==> config.mk <==
export PLATFORM = sky130hd
export DESIGN_NAME = pipe_skid_reg
export DESIGN_NICKNAME = d
export VERILOG_FILES = /design/src/rtl/pipe_skid_reg.sv
export SDC_FILE = /design/constraint.sdc
export NUM_CORES = 1
export LEC_CHECK = 0
export ABC_AREA = 1
export CORE_MARGIN = 2
export CORE_UTILIZATION = 51
export DETAILED_ROUTE_END_ITERATION = 10
export PLACE_DENSITY = 0.8
export SLEW_MARGIN = 20
export SYNTH_ARGS = -nofsm -noshare
export SYNTH_HDL_FRONTEND = slang
export SYNTH_SLANG_ARGS = --single-unit
==> constraint.sdc <==
create_clock -name clk -period 1.5 [get_ports clk]
set_input_delay 0.3 -clock clk [delete_from_list [all_inputs] [get_ports clk]]
set_output_delay 0.3 -clock clk [all_outputs]
set_load 0.02 [all_outputs]
==> src/rtl/pipe_skid_reg.sv <==
// Pipeline stage register with valid/ready handshake and a one-entry skid buffer.
// up_ready is a flop, so down_ready never reaches up_ready combinationally.
module pipe_skid_reg #(
    parameter int unsigned DATA_W         = 32,
    parameter bit          CLEAR_ON_FLUSH = 1'b1
) (
    input  logic              clk,
    input  logic              rst_n,
    input  logic              flush,
    input  logic              up_valid,
    output logic              up_ready,
    input  logic [DATA_W-1:0] up_data,
    output logic              down_valid,
    input  logic              down_ready,
    output logic [DATA_W-1:0] down_data,
    output logic [1:0]        occ
);

    typedef enum logic [1:0] {
        StEmpty = 2'd0,
        StOne   = 2'd1,
        StTwo   = 2'd2
    } state_e;

    state_e            state_q;
    logic [DATA_W-1:0] main_q;
    logic [DATA_W-1:0] skid_q;
    logic              up_xfer;
    logic              down_xfer;

    assign up_xfer   = up_valid & up_ready;
    assign down_xfer = down_valid & down_ready;
    assign down_data = main_q;

    // State and the three handshake outputs move together so outputs stay pure flops.
    always_ff @(posedge clk or negedge rst_n) begin
        if (!rst_n) begin
            state_q    <= StEmpty;
            main_q     <= '0;
            skid_q     <= '0;
            up_ready   <= 1'b1;
            down_valid <= 1'b0;
            occ        <= 2'd0;
        end else if (flush) begin
            state_q    <= StEmpty;
            up_ready   <= 1'b1;
            down_valid <= 1'b0;
            occ        <= 2'd0;
            if (CLEAR_ON_FLUSH) begin
                main_q <= '0;
                skid_q <= '0;
            end
        end else begin
            unique case (state_q)
                StEmpty: begin
                    if (up_xfer) begin
                        state_q    <= StOne;
                        main_q     <= up_data;
                        down_valid <= 1'b1;
                        occ        <= 2'd1;
                    end
                end
                StOne: begin
                    if (up_xfer && down_xfer) begin
                        main_q <= up_data;
                    end else if (up_xfer) begin
                        state_q  <= StTwo;
                        skid_q   <= up_data;
                        up_ready <= 1'b0;
                        occ      <= 2'd2;
                    end else if (down_xfer) begin
                        state_q    <= StEmpty;
                        down_valid <= 1'b0;
                        occ        <= 2'd0;
                    end
                end
                StTwo: begin
                    // skid is always the younger entry; it refills main on drain
                    if (down_xfer) begin
                        state_q  <= StOne;
                        main_q   <= skid_q;
                        up_ready <= 1'b1;
                        occ      <= 2'd1;
                    end
                end
                default: begin
                    state_q    <= StEmpty;
                    up_ready   <= 1'b1;
                    down_valid <= 1'b0;
                    occ        <= 2'd0;
                end
            endcase
        end
    end

endmodule

==> summary.md, run 1 <==
| Metric | Value |
|---|---|
| Number of antenna violations at the first check in global routing | `0` |
| Worst Skew | `11.3 ps` |
| GRT Resource Usage Total | `approximately a quarter` |
| WP data required | `roughly 1700 ps` |
| Worst setup path startpoint | `state_q[0]` |
| H-Tree Depth | `3` |
| Slew @ Worst Pin | `441 ps` |
| Total power | `~6.9 mW` |
| Synth warnings | `0` |
| Leakage power | `2.71 nW` |
| CTS Sinks | `68` |
| Async set or reset register ratio after synthesis | `between 90% and 100%` |
| Die X | `between 80 and 90 µm` |
| Synth top area cells | `dfrtp_1, nand2_1, nor2_1` |
| Min-Delay Path Class | `in -> async` |
| Residual DRC count | `0` |
| Outcome | `completed` |
| Fin. Hold Viols | `0` |
| EDFF count, synth | `0` |
| Area growth syn-to-layout | `40.7%` |
| IO buf count | `72` |
| Dpl cell area | `0.00429 mm²` |
| I/O pin count | `between 70 and 80` |
| RSZ-0062 raised after global routing | `yes` |
| Number of global-route vias before repair | `3,276` |
| Setup-failing EPs final | `0` |
| Cts bufs inserted | `9` |
| Proportion of layout cells with a drive suffix above 1 | `between 10% and 20%` |
| Post-Synthesis Cells | `about 470` |
| Grt ovf | `0` |
| Synth top area share | `49.4%` |
| Via count | `3,435` |
| CTS root buf | `clkbuf_8` |
| Syn Std Cell Area | `0.00340 mm²` |
| Post-synthesis register bit count | `68` |
| Final instance area | `~0.0048 mm²` |
| Initial detailed-routing violation count | `about 410` |
| Critical Path End Type | `flip-flop` |
| CORE AREA | `about 0.0064 mm²` |
| Worst EP arrival | `1720 ps` |
| CTS tree | `yes` |
| Largest net degree at the start of global routing | `43` |
| Max IR drop VDD | `between 0.0008 and 0.0009 V` |
| RD Place Congestion | `0.892` |
| Crit start category | `flip-flop` |
| Sum Neg Setup Slack | `0 ps` |
| Die H | `between 80 and 90 µm` |
| Die area | `between 0.007 and 0.008 mm²` |
| Post-synthesis sequential area ratio | `about half` |
| Clk slew on worst S/H paths | `about 80 ps` |
| Ys flop type | `dfrtp_1` |
| Hpwl dp | `between 5 and 6 mm` |
| Nets@finish | `between 500 and 600` |
| Hold Slack | `between 400 and 500 ps` |
| Max-cap violations | `0` |
| PD cells | `roughly 1400 mW/mm²` |
| Starting Density | `between 50% and 60%` |
| Area leader, netlist | `dfrtp_1` |
| Max Fclk | `slightly below 700 MHz` |
| Routing usage on met3 | `5.49%` |
| Synth Net Count | `approximately 500` |
| Met1 Use GR | `37.4%` |
| Rows | `29` |
| Reg-to-reg startpoint | `state_q[0]` |
| Most frequent cell after synthesis | `nand2_1` |
| Crit Path Class | `reg -> reg` |
| Synth Area per Inst | `approximately 7.3 µm²` |
| Period utilisation layout | `between 90% and 100%` |
| Tmin final | `roughly 1500 ps` |
| TritonRoute pass-1 iters | `5` |
| Slew HR | `70.6%` |
| Routed WL per cell | `about 15 µm` |
| R2R depth | `7` |
| Fin. max-slew vios | `0` |
| DR vias/cell | `5.33` |
| CTS Buffer Depth | `2` |
| Clock Latency Late Sink | `about 350 ps` |
| Post-synth cell types | `19` |
| Final wirelength | `~9.6 mm` |
| Antenna cells | `0` |
| Antenna violation net count after detailed routing | `0` |
| First-pass GRT wire length | `approximately 15 mm` |
| Synth cell count leaders | `nand2_1, nor2_1, dfrtp_1, nand3_1, inv_1` |
| M2 GR Usage | `approximately 41%` |
| Crit Path Max Fanout | `7` |
| GR peak layer | `met2` |
## cell families (layout without fill, tap and decap cells)
group	count (synthesis)	after routing	share of synthesized area, %
buffers and inverters	64	162	8.73
AND/OR/NAND/NOR	305	307	36.7
AO/OA/AOI/OAI	30	30	4.42
flip-flops	68	68	50.1
## metrics by stage
step	setup slack (ps)	util [%]	std cells
global route	-55.1	74.8	644
finish	22.8	74.8	644
global placement	-251	67.2	614
CTS	-57.6	72.1	637
floorplan	11.6	-	467
detailed placement	-322	67.2	614
## registers in the layout (all words and copies together), names as in the netlist
| register | count |
|---|---|
| down_data | 32 |
| down_valid | 1 |
| skid_q | 32 |
| state_q | 2 |
| up_ready | 1 |
## repair_timing
| item | CTS | global route |
|---|---|---|
| endpoints found under the setup margin | 68 | 67 |
| hold buffers | 1 | 0 |
| buffers inserted | 5 | 3 |
| gates resized for setup | 49 | 26 |
| gates cloned | 1 | 4 |
| endpoints found under the hold margin | 13 | 0 |
| pin swaps | 5 | 5 |
## final timing paths
kind | endpoint | slack (ps)
setup / recovery | down_data[14] | 20
hold / removal | down_data[11] | 420
setup reg to reg | down_data[14] | 20
hold reg to reg | down_data[18] | 470
max in group asynchronous | down_data[24] | 550
min in group clk | down_data[18] | 470
## metal layers
metal,vias to the layer above,routed length [µm],share of wire [%]
li1,1623,-,-
met1,1631,4060,42
met2,164,4630,48
met3,17,787,8.2
met4,0,163,1.7
met5,-,0,0
## where the power goes
part	internal, mW	total (mW)	switching [mW]	leakage, nW
registers	2.21	2.48	0.264	0.904
logic	1.04	2.60	1.57	1.68
clock network	1.11	1.84	0.729	0.117
total	4.36	6.92	2.56	2.71
## critical path, stage by stage (launching register included)
cell,delay [ps]
dfrtp_1,440
inv_2,90
buf_4,150
nor2_2,190
nand2_8,150
clkbuf_16,190
nand3_1,80
nand2_1,60
## cell usage in the layout (no fill, tap or decap), drive strengths merged
cell and instances:
clkinv 1, inv 40, dlygate4sd2 35, clkinvlp 1, clkbuf 13, nor2 80
o21ai 30, buf 33, bufinv 3, nand2 179, dfstp 1, dfrtp 67
dlygate4sd3 1, clkdlybuf4s50 35, nand3 48
## layout make-up
cell class              count  area, µm²
clock buffers              10        128
clock inverters             6        111
fillers                   493       1610
inverters                  39        146
multi-input cells         337       1500
flip-flops and latches     68       1700
well taps                  77       96.3
repair buffers            107       1090
(Power assumes the default switching activity.)
==> inputs of run 2 (changes only) <==
--- a/config.mk
+++ b/config.mk
@@ -8,7 +8,7 @@
 export ABC_AREA = 1
 export CORE_MARGIN = 2
-export CORE_UTILIZATION = 51
+export CORE_UTILIZATION = 55
 export DETAILED_ROUTE_END_ITERATION = 10
-export PLACE_DENSITY = 0.8
+export PLACE_DENSITY = 0.86
 export SLEW_MARGIN = 20
 export SYNTH_ARGS = -nofsm -noshare
==> constraint.sdc (replaced) <==
create_clock -name clk -period 1.89 [get_ports clk]
set_input_delay 0.2835 -clock clk [delete_from_list [all_inputs] [get_ports clk]]
set_output_delay 0.2835 -clock clk [all_outputs]
set_load 0.02 [all_outputs]
==> summary.md, run 2 (synthesis results as in run 1) <==
| Metric | Value |
|---|---|
| Clk slew on worst S/H paths | `70 ps (was 80 ps)` |
| Antenna cells | `0 (unchanged)` |
| Worst Skew | `5.03 ps (was 11.3 ps)` |
| Slew @ Worst Pin | `556 ps (was 441 ps)` |
| Number of antenna violations at the first check in global routing | `0 (unchanged)` |
| Fin. max-slew vios | `0 (unchanged)` |
| R2R Setup Slk | `260 ps (was 20 ps)` |
| CTS tree | `yes (unchanged)` |
| Residual DRC count | `0 (unchanged)` |
| CTS Buffer Depth | `2 (unchanged)` |
| Max Fclk | `approximately 560 MHz` |
| CTS Sinks | `68 (unchanged)` |
| Period utilisation layout | `a little over nine tenths` |
| Largest net degree at the start of global routing | `33 (was 43)` |
| Final wirelength | `8.18 mm (was 9.64 mm)` |
| GRT Resource Usage Total | `26.7% (was 26.3%)` |
| RD Place Congestion | `0.826 (was 0.892)` |
| I/O pin count | `73 (unchanged)` |
| Antenna violation net count after detailed routing | `0 (unchanged)` |
| First-pass GRT wire length | `13.9 mm (was 15.2 mm)` |
| Setup-failing EPs final | `0 (unchanged)` |
| TritonRoute pass-1 iters | `4 (was 5)` |
| Clock Latency Late Sink | `330 ps (was 350 ps)` |
| Critical path's largest stage delay | `600 ps (was 440 ps)` |
| Worst path bufs/invs | `1 (was 3)` |
| PD cells | `1120 mW/mm² (was 1450 mW/mm²)` |
| Area growth syn-to-layout | `29.5% (was 40.7%)` |
| Grt ovf | `0 (unchanged)` |
| Min-Delay Path Class | `in -> async (unchanged)` |
| Commonest non-fill, non-tap cell in the layout | `nand2_1 (unchanged)` |
| Slew HR | `63.0% (was 70.6%)` |
| Die H | `82.6 µm (was 85.6 µm)` |
| Fill cell count | `446 (was 493)` |
| Worst EP arrival | `1490 ps (was 1720 ps)` |
| Proportion of layout cells with a drive suffix above 1 | `8.39% (was 13.8%)` |
| Post-Place Cells | `607 (was 614)` |
| CP max stage cell | `clkdlybuf4s50_1 (was dfrtp_1)` |
| Hold Slack | `466 ps (was 416 ps)` |
| Outcome | `completed (unchanged)` |
| Commonest cells after routing, fill and taps aside | `nand2_1, nor2_1, clkdlybuf4s50_1, dfrtp_1, nand3_1 (was nand2_1, nor2_1, dfrtp_1, nand3_1)` |
| Fin. Hold Viols | `0 (unchanged)` |
| WP data required | `1610 ps (was 1740 ps)` |
| Via count | `3,279 (was 3,435)` |
| Crit start category | `flip-flop (unchanged)` |
| Max IR drop VDD | `0.000697 V (was 0.000883 V)` |
| RSZ-0062 raised after global routing | `no (was yes)` |
| DR vias/cell | `5.26 (was 5.33)` |
| Critical Path End Type | `output pin (was flip-flop)` |
| Die X | `82.6 µm (was 85.6 µm)` |
| Worst-path cell chain | `clkdlybuf4s50_1 (was inv_2, buf_4, nor2_2, nand2_8, clkbuf_16, nand3_1, nand2_1)` |
| Routed WL per cell | `13.1 µm (was 15.0 µm)` |
| Initial detailed-routing violation count | `250 (was 407)` |
| Delay-heaviest family, CP | `buffers and inverters (was simple AND/OR/NAND/NOR gates)` |
| Max-cap violations | `0 (unchanged)` |
| Leakage power | `2.39 nW (was 2.71 nW)` |
| Starting Density | `57.0% (was 53.2%)` |
| H-Tree Depth | `3 (unchanged)` |
| Cts bufs inserted | `9 (unchanged)` |
| Nets@finish | `581 (was 599)` |
| Rows | `28 (was 29)` |
| Sum Neg Setup Slack | `0 ps (unchanged)` |
| Die area | `0.00682 mm² (was 0.00733 mm²)` |
| Crit Path Class | `reg -> out (was reg -> reg)` |
| Number of global-route vias before repair | `3,171 (was 3,276)` |
| Tmin final | `about 1800 ps` |
| IO buf count | `72 (unchanged)` |
| CTS root buf | `clkbuf_8 (unchanged)` |
| CORE AREA | `0.00596 mm² (was 0.00639 mm²)` |
| Crit Path Max Fanout | `4 (was 7)` |
| Hpwl dp | `5.67 mm (about the same)` |
| Post-route insts no fill | `623 (was 644)` |
run 2: changes by cell type in the layout (fill, tap and decap cells not counted), sizes merged:
cell and delta:
dlygate4sd2 -35, buf -14, clkdlybuf4s50 +36, inv -1
nand2 -2, bufinv -2, clkinvlp -1
run 2: power by group:
part           total (mW)  switching, mW  leakage [nW]  internal, mW
clock network        1.15          0.516        0.0935         0.639
registers            1.96          0.198         0.904          1.76
logic                1.82           1.07          1.40         0.753
run 2: final timing paths:
| kind | startpoint | depth (start not counted) | end |
|---|---|---|---|
| worst max-delay path | up_ready | 1 | up_ready |
| worst min register to register | down_data[4] | 2 | down_data[4] |
| min in group clk | down_data[4] | 2 | down_data[4] |
| worst min-delay path | rst_n | 2 | down_data[9] |
| worst max register to register | up_ready | 7 | down_data[28] |
| max in group asynchronous | rst_n | 3 | up_ready |
run 2: layout make-up:
cell class	instances	area [µm²]	share of cell area, %
clock inverters	2	35.0	0.796
flip-flops and latches	68	1700	38.7
repair buffers	91	873	19.9
well taps	75	93.8	2.13
inverters	39	146	3.33
multi-input cells	335	1400	31.8
clock buffers	13	149	3.38
run 2: layer usage:
metal | track usage [%] | wire, µm | part of all wire [%] | vias to the layer above
li1 | - | - | - | 1583
met1 | 35.5 | 3440 | 42 | 1532
met2 | 43.9 | 4040 | 49 | 153
met3 | 4.02 | 580 | 7.1 | 11
met4 | 11.0 | 121 | 1.5 | 0
met5 | 0 | 0 | 0 | -
run 2: per-stage QoR:
stage | setup slack, ps | area (µm²) | utilization [%] | power [mW]
global route | 77.5 | 4400 | 73.9 | 5.23
CTS | 107 | 4400 | 73.9 | 4.96
floorplan | 402 | 3400 | - | 3.03
finish | 115 | 4400 | 73.9 | 4.93
global placement | 75.8 | 4200 | 70.6 | 3.75
detailed placement | 19.8 | 4200 | 70.6 | 3.80
run 2: repair_timing:
action                                  in CTS  in global routing
endpoints found under the setup margin       1                  0
endpoints found under the hold margin       21                  0
setup buffers                                0                  0
hold buffers                                 1                  0
resized for setup                            1                  0
